$ cat config.mk
export PLATFORM = sky130hd
export DESIGN_NAME = jimbo_bus_seq
export DESIGN_NICKNAME = d
export VERILOG_FILES = /design/src/rtl/jimbo_bus_pkg.sv /design/src/rtl/jimbo_bus_seq.sv
export SDC_FILE = /design/constraint.sdc
export NUM_CORES = 1
export LEC_CHECK = 0
export ABC_AREA = 1
export CAP_MARGIN = 20
export CORE_MARGIN = 2
export CORE_UTILIZATION = 44
export CTS_CLUSTER_DIAMETER = 40
export CTS_CLUSTER_SIZE = 8
export DETAILED_ROUTE_END_ITERATION = 10
export GPL_TIMING_DRIVEN = 0
export MAX_ROUTING_LAYER = met4
export PLACE_DENSITY = 0.78
export SYNTH_ARGS = -nofsm -noshare
export SYNTH_HDL_FRONTEND = slang
export SYNTH_SLANG_ARGS = --single-unit
export TNS_END_PERCENT = 10
$ cat constraint.sdc
create_clock -name clk -period 1.6 [get_ports clk]
set_input_delay 0.24 -clock clk [delete_from_list [all_inputs] [get_ports clk]]
set_output_delay 0.24 -clock clk [all_outputs]
set_load 0.005 [all_outputs]
$ cat src/rtl/jimbo_bus_pkg.sv
// Shared types and constants for the Jimbo CPU pin-side bus sequencer.
package jimbo_bus_pkg;

  localparam int ADDR_W = 12;
  localparam int DATA_W = 4;

  localparam logic [7:0] OE_ALL       = 8'hFF;
  localparam logic [7:0] OE_ADDR_ONLY = 8'hF0;

  typedef enum logic [1:0] {
    IDLE    = 2'd0,
    ADDR_HI = 2'd1,
    ADDR_LO = 2'd2,
    ACCESS  = 2'd3
  } bus_state_e;

  // Pad byte shown during ADDR_LO/ACCESS: low address nibble over write data.
  function automatic logic [7:0] lo_phase_byte(input logic [ADDR_W-1:0] addr,
                                               input logic              we,
                                               input logic [DATA_W-1:0] wdata);
    return {addr[3:0], (we ? wdata : 4'h0)};
  endfunction

endpackage

$ cat src/rtl/jimbo_bus_seq.sv
// Time-multiplexes one CPU bus request at a time onto the shared uio pads
// and returns a single-cycle response pulse.
//
// state   | meaning
// IDLE    | ready for a request; pads released; may carry the response pulse
// ADDR_HI | address [11:4] on pads, ale_hi strobe
// ADDR_LO | address [3:0] (+ write data) on pads, ale_lo strobe
// ACCESS  | mem_we/mem_re held for WAIT_CYCLES cycles
module jimbo_bus_seq
  import jimbo_bus_pkg::*;
#(
  parameter int unsigned WAIT_CYCLES = 1
) (
  input  logic              clk,
  input  logic              rst_n,
  input  logic              req_valid,
  output logic              req_ready,
  input  logic              req_we,
  input  logic [ADDR_W-1:0] req_addr,
  input  logic [DATA_W-1:0] req_wdata,
  output logic              resp_valid,
  output logic [DATA_W-1:0] resp_rdata,
  input  logic [7:0]        pin_in,
  output logic [7:0]        pin_out,
  output logic [7:0]        pin_oe,
  output logic              ale_hi,
  output logic              ale_lo,
  output logic              mem_we,
  output logic              mem_re
);

  localparam int CNT_W = $clog2(WAIT_CYCLES + 1);

  bus_state_e        state_q, state_d;
  logic [ADDR_W-1:0] addr_q, addr_d;
  logic              we_q, we_d;
  logic [DATA_W-1:0] wdata_q, wdata_d;
  logic [CNT_W-1:0]  cnt_q, cnt_d;
  logic [DATA_W-1:0] rdata_q, rdata_d;
  logic              resp_q, resp_d;
  logic [7:0]        pin_out_q, pin_out_d;
  logic [7:0]        pin_oe_q, pin_oe_d;
  logic              ale_hi_q, ale_hi_d;
  logic              ale_lo_q, ale_lo_d;
  logic              mem_we_q, mem_we_d;
  logic              mem_re_q, mem_re_d;

  logic unused_pin_in_hi;
  assign unused_pin_in_hi = ^pin_in[7:4];

  always_comb begin
    state_d = state_q;
    addr_d  = addr_q;
    we_d    = we_q;
    wdata_d = wdata_q;
    cnt_d   = cnt_q;
    rdata_d = rdata_q;
    resp_d  = 1'b0;
    unique case (state_q)
      IDLE: begin
        if (req_valid) begin
          addr_d  = req_addr;
          we_d    = req_we;
          wdata_d = req_wdata;
          state_d = ADDR_HI;
        end
      end
      ADDR_HI: state_d = ADDR_LO;
      ADDR_LO: begin
        state_d = ACCESS;
        cnt_d   = CNT_W'(WAIT_CYCLES - 1);
      end
      ACCESS: begin
        if (cnt_q == '0) begin
          state_d = IDLE;
          resp_d  = 1'b1;
          if (!we_q) rdata_d = pin_in[DATA_W-1:0];
        end else begin
          cnt_d = cnt_q - CNT_W'(1);
        end
      end
      default: state_d = IDLE;
    endcase
  end

  // Pad and strobe values are decoded from the next state so they land in flops.
  always_comb begin
    pin_out_d = 8'h00;
    pin_oe_d  = 8'h00;
    ale_hi_d  = 1'b0;
    ale_lo_d  = 1'b0;
    mem_we_d  = 1'b0;
    mem_re_d  = 1'b0;
    unique case (state_d)
      ADDR_HI: begin
        pin_out_d = addr_d[ADDR_W-1:4];
        pin_oe_d  = OE_ALL;
        ale_hi_d  = 1'b1;
      end
      ADDR_LO, ACCESS: begin
        pin_out_d = lo_phase_byte(addr_d, we_d, wdata_d);
        pin_oe_d  = we_d ? OE_ALL : OE_ADDR_ONLY;
        ale_lo_d  = (state_d == ADDR_LO);
        mem_we_d  = (state_d == ACCESS) && we_d;
        mem_re_d  = (state_d == ACCESS) && !we_d;
      end
      default: ;
    endcase
  end

  always_ff @(posedge clk or negedge rst_n) begin
    if (!rst_n) begin
      state_q   <= IDLE;
      addr_q    <= '0;
      we_q      <= 1'b0;
      wdata_q   <= '0;
      cnt_q     <= '0;
      rdata_q   <= '0;
      resp_q    <= 1'b0;
      pin_out_q <= 8'h00;
      pin_oe_q  <= 8'h00;
      ale_hi_q  <= 1'b0;
      ale_lo_q  <= 1'b0;
      mem_we_q  <= 1'b0;
      mem_re_q  <= 1'b0;
    end else begin
      state_q   <= state_d;
      addr_q    <= addr_d;
      we_q      <= we_d;
      wdata_q   <= wdata_d;
      cnt_q     <= cnt_d;
      rdata_q   <= rdata_d;
      resp_q    <= resp_d;
      pin_out_q <= pin_out_d;
      pin_oe_q  <= pin_oe_d;
      ale_hi_q  <= ale_hi_d;
      ale_lo_q  <= ale_lo_d;
      mem_we_q  <= mem_we_d;
      mem_re_q  <= mem_re_d;
    end
  end

  assign req_ready  = (state_q == IDLE);
  assign resp_valid = resp_q;
  assign resp_rdata = rdata_q;
  assign pin_out    = pin_out_q;
  assign pin_oe     = pin_oe_q;
  assign ale_hi     = ale_hi_q;
  assign ale_lo     = ale_lo_q;
  assign mem_we     = mem_we_q;
  assign mem_re     = mem_re_q;

endmodule

# Yosys cells after proc, flatten, opt, wreduce, memory -nomap -nowiden

Index checks and enable logic that the tools add are counted.

Bits in registers: 45
Bits of input ports: 28
Output and inout port bits: 26
Word-level logic and storage cells: 50

$add $sub $neg: 1
Equal/unequal tests: 6
Bitwise operators: 2
Multiplexer cells: 21
Reductions and logical operators: 7

Operators by type and width:

| operator                                             | number |
|---|---|
| case mux 8 bit (2 select lines)                      | 2 |
| 2-to-1 mux 12 bit                                    | 2 |
| 2-to-1 mux 4 bit                                     | 4 |
| 2-to-1 mux 1 bit                                     | 9 |
| equality test 2 bit (second input constant)          | 4 |
| case mux 2 bit (4 select lines)                      | 1 |
| equality test 2 x 1 -> 1 bit (second input constant) | 2 |
| 2-to-1 mux 2 bit                                     | 2 |
| AND reduction 3 bit                                  | 1 |
| logical AND 1 bit                                    | 2 |
| zero test 2 bit                                      | 1 |
| NOT 1 bit                                            | 2 |
| case mux 1 bit (2 select lines)                      | 1 |
| nonzero test 2 bit                                   | 1 |
| OR reduction 2 bit                                   | 1 |
| zero test 1 bit                                      | 1 |
| subtractor 1 bit (second input constant)             | 1 |

# Logic depth before layout (Yosys ltp)

Depth in word-level cells: 5
Depth in mapped cells: 9
Gate-level depth less buffers: 7

# Least setup slack after synthesis

Ideal clock, no wire load.

Kind: register to register
Start: register state_q[1]
End: register pin_out_q[0] (netlist: pin_out[0])
Stages on the path, launching flop included: 8
Arrival time: 1.341 ns
Data required time: 1.535 ns
Period minus slack after synthesis: 1.406 ns
Setup time: 0.065 ns
Path slack: 0.194 ns
Path buffers: 1
Cell sequence: dfrtp_1 -> inv_1 -> ha_1 -> or2_2 -> nand2_1 -> buf_4 -> nand3_1 -> nand2_1

Cells in the longest elaborated chain, start to end: 5
Elaborated cells between the ends (all ways): 16
Those cells by class: 6 x eq/ne; 8 x mux; 2 x reduce/logical

RTL lines:

| element                                           | line                 | text |
|---|---|---|
| start: declaration                                | jimbo_bus_seq.sv:34  | `bus_state_e state_q, state_d;` |
| start signal: assignment                          | jimbo_bus_seq.sv:127 | `state_q <= state_d;` |
| equality test 2 bit, or another cell as far along | jimbo_bus_seq.sv:59  | `unique case (state_q)` |
| case mux 2 bit (4 select lines)                   | jimbo_bus_seq.sv:59  |  |
| equality test 2 bit                               | jimbo_bus_seq.sv:94  | `unique case (state_d)` |
| OR reduction 2 bit                                | jimbo_bus_seq.sv:94  |  |
| case mux 8 bit (2 select lines) *                 | jimbo_bus_seq.sv:94  |  |
| named net pin_out_d[0]                            | jimbo_bus_seq.sv:41  | `logic [7:0] pin_out_q, pin_out_d;` |
| end signal: assignment                            | jimbo_bus_seq.sv:134 | `pin_out_q <= pin_out_d;` |
| end: declaration                                  | jimbo_bus_seq.sv:41  |  |

The timed path passes the listed nets; every way through them passes the cells marked *.
A chain may end at the register's enable or synchronous reset.

# Final worst setup path

Start: register state_q[0]
End: register pin_out_q[5] (netlist: pin_out[5])

Same word-level chain as after synthesis.

==> impl_metrics.toml <==
[critical_path]
start_kind = "flip-flop"
crit_path_top_delay_cell = "dfrtp_1"
crit_family = "simple AND/OR/NAND/NOR gates"
arrival_ns = 1.79
cpMostUsedCell = "nand2_1"
worstSetupEndpointType = "flip-flop"
path_class = "reg -> reg"
cp_slowest_stage_delay_ns = 0.38
path_buf_inv = 2
cp_max_fo = 10
crit_chain = "inv_2, ha_1, or2_2, nand2_1, buf_6, nand3_1, nand2_1"
cp.required_ns = 1.89

[final_layout]
final_cells = 275
area_growth_pct = 39.0
fillers = 278
multi_input_area_um2 = 508
diodes = 0
area.sequential_um2 = 951
drive_gt1_frac = 0.140
nets = 260

[die]
coreArea_um2 = 3390
dieArea_um2 = 4100
fp.dieW_um = 64.0
initial_core_util = 0.468
fp.dieH_um = 64.0
ios = 54
placementRows = 21

[global_route]
grt_pass1_vias = 1273
antenna_found_initial = 0
grt_remaining_overflow = 0
grt_pass1_wl_mm = 5.56
grt_max_degree = 39
grtUsageTotal = 0.185

[run_status]
status = "complete, no violations"

[logic_synthesis]
ys_ff_latch = 38
ys_seq_area_frac = 0.599
syn-cell-area_um2 = 1590
syn_inst = 170
synth_nets = 202
yosysWarningCount = 0
yosysUniqueCellTypes = 12
syn_avg_cell_area_um2 = 9.33

[worst_hold_path]
hold_path_class = "in -> reg"

[pwr]
power.total_mw = 4.07
power_per_cell_area_nw_per_um2 = 1850
peakVddDrop_mv = 1.02
total_leakage_power_nw = 1.15

[placement]
port_buffers = 49
post-place-ws_ns = 0.0370
numPlacedInstances = 265
gp_congestion = 0.756
place.detailed.hpwl_mm = 2.26

[sta]
hold_viol = 0
final.period_utilization = 0.941
rsz0062_at_grt = "false"
post-route-min-period_ns = 1.51
max_freq_mhz = 664
relSlewSlack = 0.465
finClkSkew_ns = 0.00558
slew_viol_final = 0
setup_viol = 0
tightestPinTransition_ns = 0.802
finalWorstSetupSlack_ns = 0.0945

[drt]
ant_nets = 0
drt-wirelength-per-cell_um = 11.7
first_iter_violations = 53
finalWirelength_mm = 3.23
drc = 0
via_per_inst = 4.62
dr_total_vias = 1270
drtPass1Iterations = 4

[cts]
clkTransAtPathRegs_ns = 0.11
numCtsBuffers = 5
clock_latency_ns = 0.34
cts_tree = "built"
cts_max_level = 2
clk_path_buf_depth = 2
root_buffer = "clkbuf_4"
clock_sinks = 38

[job]
drv_cap = 0
## cells in the final DEF, fill, tap and decap left out, types with 2 or more instances in the layout
master,Yosys,routed
nand2_1,66,66
clkdlybuf4s50_1,0,42
dfrtp_1,38,38
nand3_1,34,34
buf_4,12,17
inv_1,7,6
clkbuf_4,0,6
ha_1,4,4
nor2_1,3,3
buf_6,1,2
## sequential cells by signal (all words and copies together) (netlist names)
name / cells
ale_hi: 1
wdata_q: 4
resp_rdata: 4
pin_oe: 2
state_q: 2
addr_q: 12
resp_valid: 1
ale_lo: 1
pin_out: 8
mem_re: 1
we_q: 1
mem_we: 1
## worst min-delay path, delay by kind of cell
| kind | cells | cell delay, ns |
|---|---|---|
| simple gates | 2 | 0.13 |
| buf+inv | 1 | 0.39 |
## cell families (layout without fill, tap and decap cells)
logic type | after synthesis | in the layout | synth area share
compound gates | 1 | 1 | 0.00315
fa+ha+maj | 4 | 4 | 0.0315
buf+inv | 21 | 80 | 0.0836
flops | 38 | 38 | 0.599
simple gates | 106 | 106 | 0.282
## worst paths after layout
check                         startpoint            end  slack (ns)  cells after the start
max in group asynchronous          rst_n     addr_q[10]        0.57                      2
min in group asynchronous          rst_n  resp_rdata[3]        0.51                      2
min reg2reg                resp_rdata[2]  resp_rdata[2]        0.48                      2
max reg2reg                   state_q[0]     pin_out[5]        0.09                      7
min                            pin_in[0]  resp_rdata[0]        0.45                      3
max                           state_q[0]     pin_out[5]        0.09                      7
## what timing repair did
action | in CTS | in global routing
hold endpoints to repair | 26 | 0
hold buffers | 1 | 0
resized for setup | 4 | 6
setup endpoints to repair | 3 | 10
pin swaps | 0 | 0
gates cloned | 0 | 0
buffers inserted | 2 | 0
## final cells by class
| type | instances | share of cell area |
|---|---|---|
| inverter | 7 | 0.0119 |
| clock buffer | 7 | 0.0250 |
| tap | 46 | 0.0261 |
| buffer | 13 | 0.0477 |
| sequential | 38 | 0.431 |
| clock inverter | 1 | 0.00227 |
| timing repair buffer | 52 | 0.225 |
| multi-input combinational | 111 | 0.230 |
## per-layer routing
layer / vias up / global-route usage / share of wire
li1: 646 / - / -
met4: 0 / 0.0788 / 0.017
met5: - / - / 0
met3: 6 / 0.0563 / 0.047
met1: 590 / 0.210 / 0.44
met2: 28 / 0.302 / 0.50
## cells in the mapped netlist
library cell  count  area share
nand2_1          66        0.16
dfrtp_1          38        0.60
nand3_1          34        0.11
buf_4            12       0.057
inv_1             7       0.017
ha_1              4       0.032
nor2_1            3      0.0071
nand2_2           2      0.0079
buf_2             1      0.0032
buf_6             1      0.0071
o21ai_1           1      0.0032
or2_2             1      0.0039
## stage by stage
step | util | hold slack, ns | cell area, um2 | setup TNS (ns)
floorplan | - | -0.0556 | 1590 | 0
global placement | 0.630 | 0.450 | 2130 | -20.31
detailed placement | 0.628 | 0.375 | 2130 | 0
CTS | 0.652 | 0.435 | 2210 | 0
global route | 0.650 | 0.441 | 2200 | 0
finish | 0.650 | 0.450 | 2200 | 0
## where the power goes
group	total [mW]	switching, mW	internal (mW)
logic	2.05	1.06	0.992
clock network	0.509	0.296	0.213
registers	1.50	0.138	1.37
Note: power is estimated with default switching activity, not from simulation.
==> patch (same flow settings) <==
Reset style: synchronous (`rst_n`), changed in one clocked block.
--- a/src/rtl/jimbo_bus_seq.sv
+++ b/src/rtl/jimbo_bus_seq.sv
@@ -108,7 +108,7 @@
     endcase
   end
 
-  always_ff @(posedge clk or negedge rst_n) begin
+  always_ff @(posedge clk) begin
     if (!rst_n) begin
       state_q   <= IDLE;
       addr_q    <= '0;
Check against the original RTL: differs if rst_n is asserted again (counterexample within 4 cycles, from zero or initial values and one cycle with rst_n low); with rst_n held inactive, the same outputs for 10 cycles.
==> patch against the original RTL <==
Final cell count grew 8.4%; setup slack lost 0.011 ns; design area grew 5.4%; sequential cell count is the same; synthesized area grew 4.7%; routed wire length grew 6.4%; critical endpoint is now pin_out[1]$_SDFF_PN0_.
Power is not compared: it rests on default switching activity, and its combinational part moved more than twofold at a synthesized area within 25%.
==> patch: results <==
metrics = {
    "status": {
        "outcome": "finished clean",
    },
    "placement": {
        "gp_congestion": 0.824,
        "post-dp-hpwl_um": 2450,
        "port_buffers": 48,
        "dpl.cell_count": 290,
        "placed_cell_area_um2": 2200,
    },
    "grt": {
        "grt_usage_pct": 17.4,
        "grt_pass1_vias": 1259,
    },
    "worst_setup_path": {
        "worstPathMaxFanout": 9,
        "worstPathArrival_ns": 1.73,
        "critPathSlowestCell": "dfxtp_4",
    },
    "logic_synthesis": {
        "ys_seq_area_share_pct": 45.8,
        "synth-adder-area-share_pct": 3.01,
        "synth-async-reset-ratio_pct": 0,
        "synthesis.nets": 226,
        "yosys_most_used_dff": "dfxtp_1",
        "ys_types": 23,
        "synth-compound-area-share_pct": 9.79,
        "synth.avg_cell_area_um2": 8.56,
        "synthTopCellsByArea": "dfxtp_1, nand2_1, a21oi_1, nand3_1, nand3_2",
    },
    "hold_path": {
        "hold_class": "input port to flip-flop",
    },
    "layout": {
        "fill_cells": 326,
        "fin_cells": 298,
        "final_layout_size_suffix_gt1_share_pct": 21.6,
        "finish.net_count": 281,
    },
    "clocking": {
        "numCtsBuffers": 5,
        "clk_pin_slew_ns": 0.07,
        "clock_latency_ns": 0.29,
        "cts-root-buf": "clkbuf_8",
    },
    "drt": {
        "first_pass_iters": 5,
        "wl_per_cell_um": 11.5,
        "drtIter0Drc": 60,
        "vias_per_cell": 4.71,
    },
    "timing": {
        "fin_skew_ns": 0.00256,
        "worstMarginPinSlew_ns": 0.224,
    },
    "power": {
        "leakagePower_nw": 1.00,
    },
}
-- patch: cell types whose count changed after synthesis, sizes merged --
cell   delta
dfrtp    -38
nor2      +8
a21oi    +25
inv       +5
nor3      +1
o21ai     +5
nand3     -3
nand2    -17
dfxtp    +38
-- patch: worst reg2reg max path, stage by stage, from the launching register on --
cell     delay [ns]
dfxtp_4        0.37
inv_2          0.06
ha_1           0.25
inv_1          0.09
nand2_1        0.05
nand2_1        0.15
inv_2          0.13
nand2_2        0.10
nand2_4        0.09
a21oi_1        0.16
-- patch: area by class of cell --
cell class	count	area [um2]	share of cell area, %
clock buffers	5	68.8	2.96
repair buffers	48	479	20.6
plain buffers	14	139	5.98
well taps	48	60.1	2.58
clock inverters	3	40.0	1.72
inverters	12	45.0	1.94
multi-input cells	130	726	31.2
flip-flops and latches	38	766	33.0
-- patch: cells by family (layout without fill, tap and decap cells) --
family	after synthesis	after routing
buf+inv	26	82
flops	38	38
fa+ha+maj	4	4
compound gates	31	31
simple gates	95	95
-- patch: worst paths after layout --
path / from / endpoint / slack, ns / cells past startpoint
hold reg to reg: addr_q[10]$_SDFF_PN0_ / addr_q[10]$_SDFF_PN0_ / 0.47 / 2
setup reg to reg: state_q[0]$_SDFF_PN0_ / pin_out[1]$_SDFF_PN0_ / 0.08 / 9
setup / recovery: state_q[0]$_SDFF_PN0_ / pin_out[1]$_SDFF_PN0_ / 0.08 / 9
hold / removal: rst_n / resp_valid$_SDFF_PN0_ / 0.27 / 3
-- patch: where the power goes --
| group | switching, mW | internal (mW) |
|---|---|---|
| sequential | 0.0261 | 1.01 |
| combinational | 0.256 | 0.271 |
| clock | 0.336 | 0.459 |
| total | 0.618 | 1.73 |
-- patch: per-layer routing --
layer	wire length, um	GRT usage [%]	vias up
li1	-	-	738
met1	1520	21.3	625
met2	1730	28.7	38
met3	166	3.60	3
met4	27	6.25	0
met5	0	-	-
-- patch: timing repair --
action / 4_1_cts / 5_1_grt
resized for setup: 5 / 3
setup buffers: 0 / 0
gates cloned: 0 / 0
setup endpoints to repair: 9 / 9
-- patch: metrics by stage --
| step | setup TNS, ns | power (mW) | utilization [%] | hold slack, ns | setup WS (ns) |
|---|---|---|---|---|---|
| 3_3_place_gp | 0 | 1.57 | 60.6 | 0.451 | 0.0345 |
| 4_1_cts | 0 | 2.36 | 63.7 | 0.264 | 0.0736 |
| 2_1_floorplan | 0 | 1.36 | - | 0.401 | 0.243 |
| 3_5_place_dp | -0.0496 | 1.58 | 60.6 | 0.458 | -0.0244 |
| 5_1_grt | 0 | 2.46 | 63.9 | 0.289 | 0.00212 |
| 6_report | 0 | 2.35 | 63.9 | 0.266 | 0.0831 |
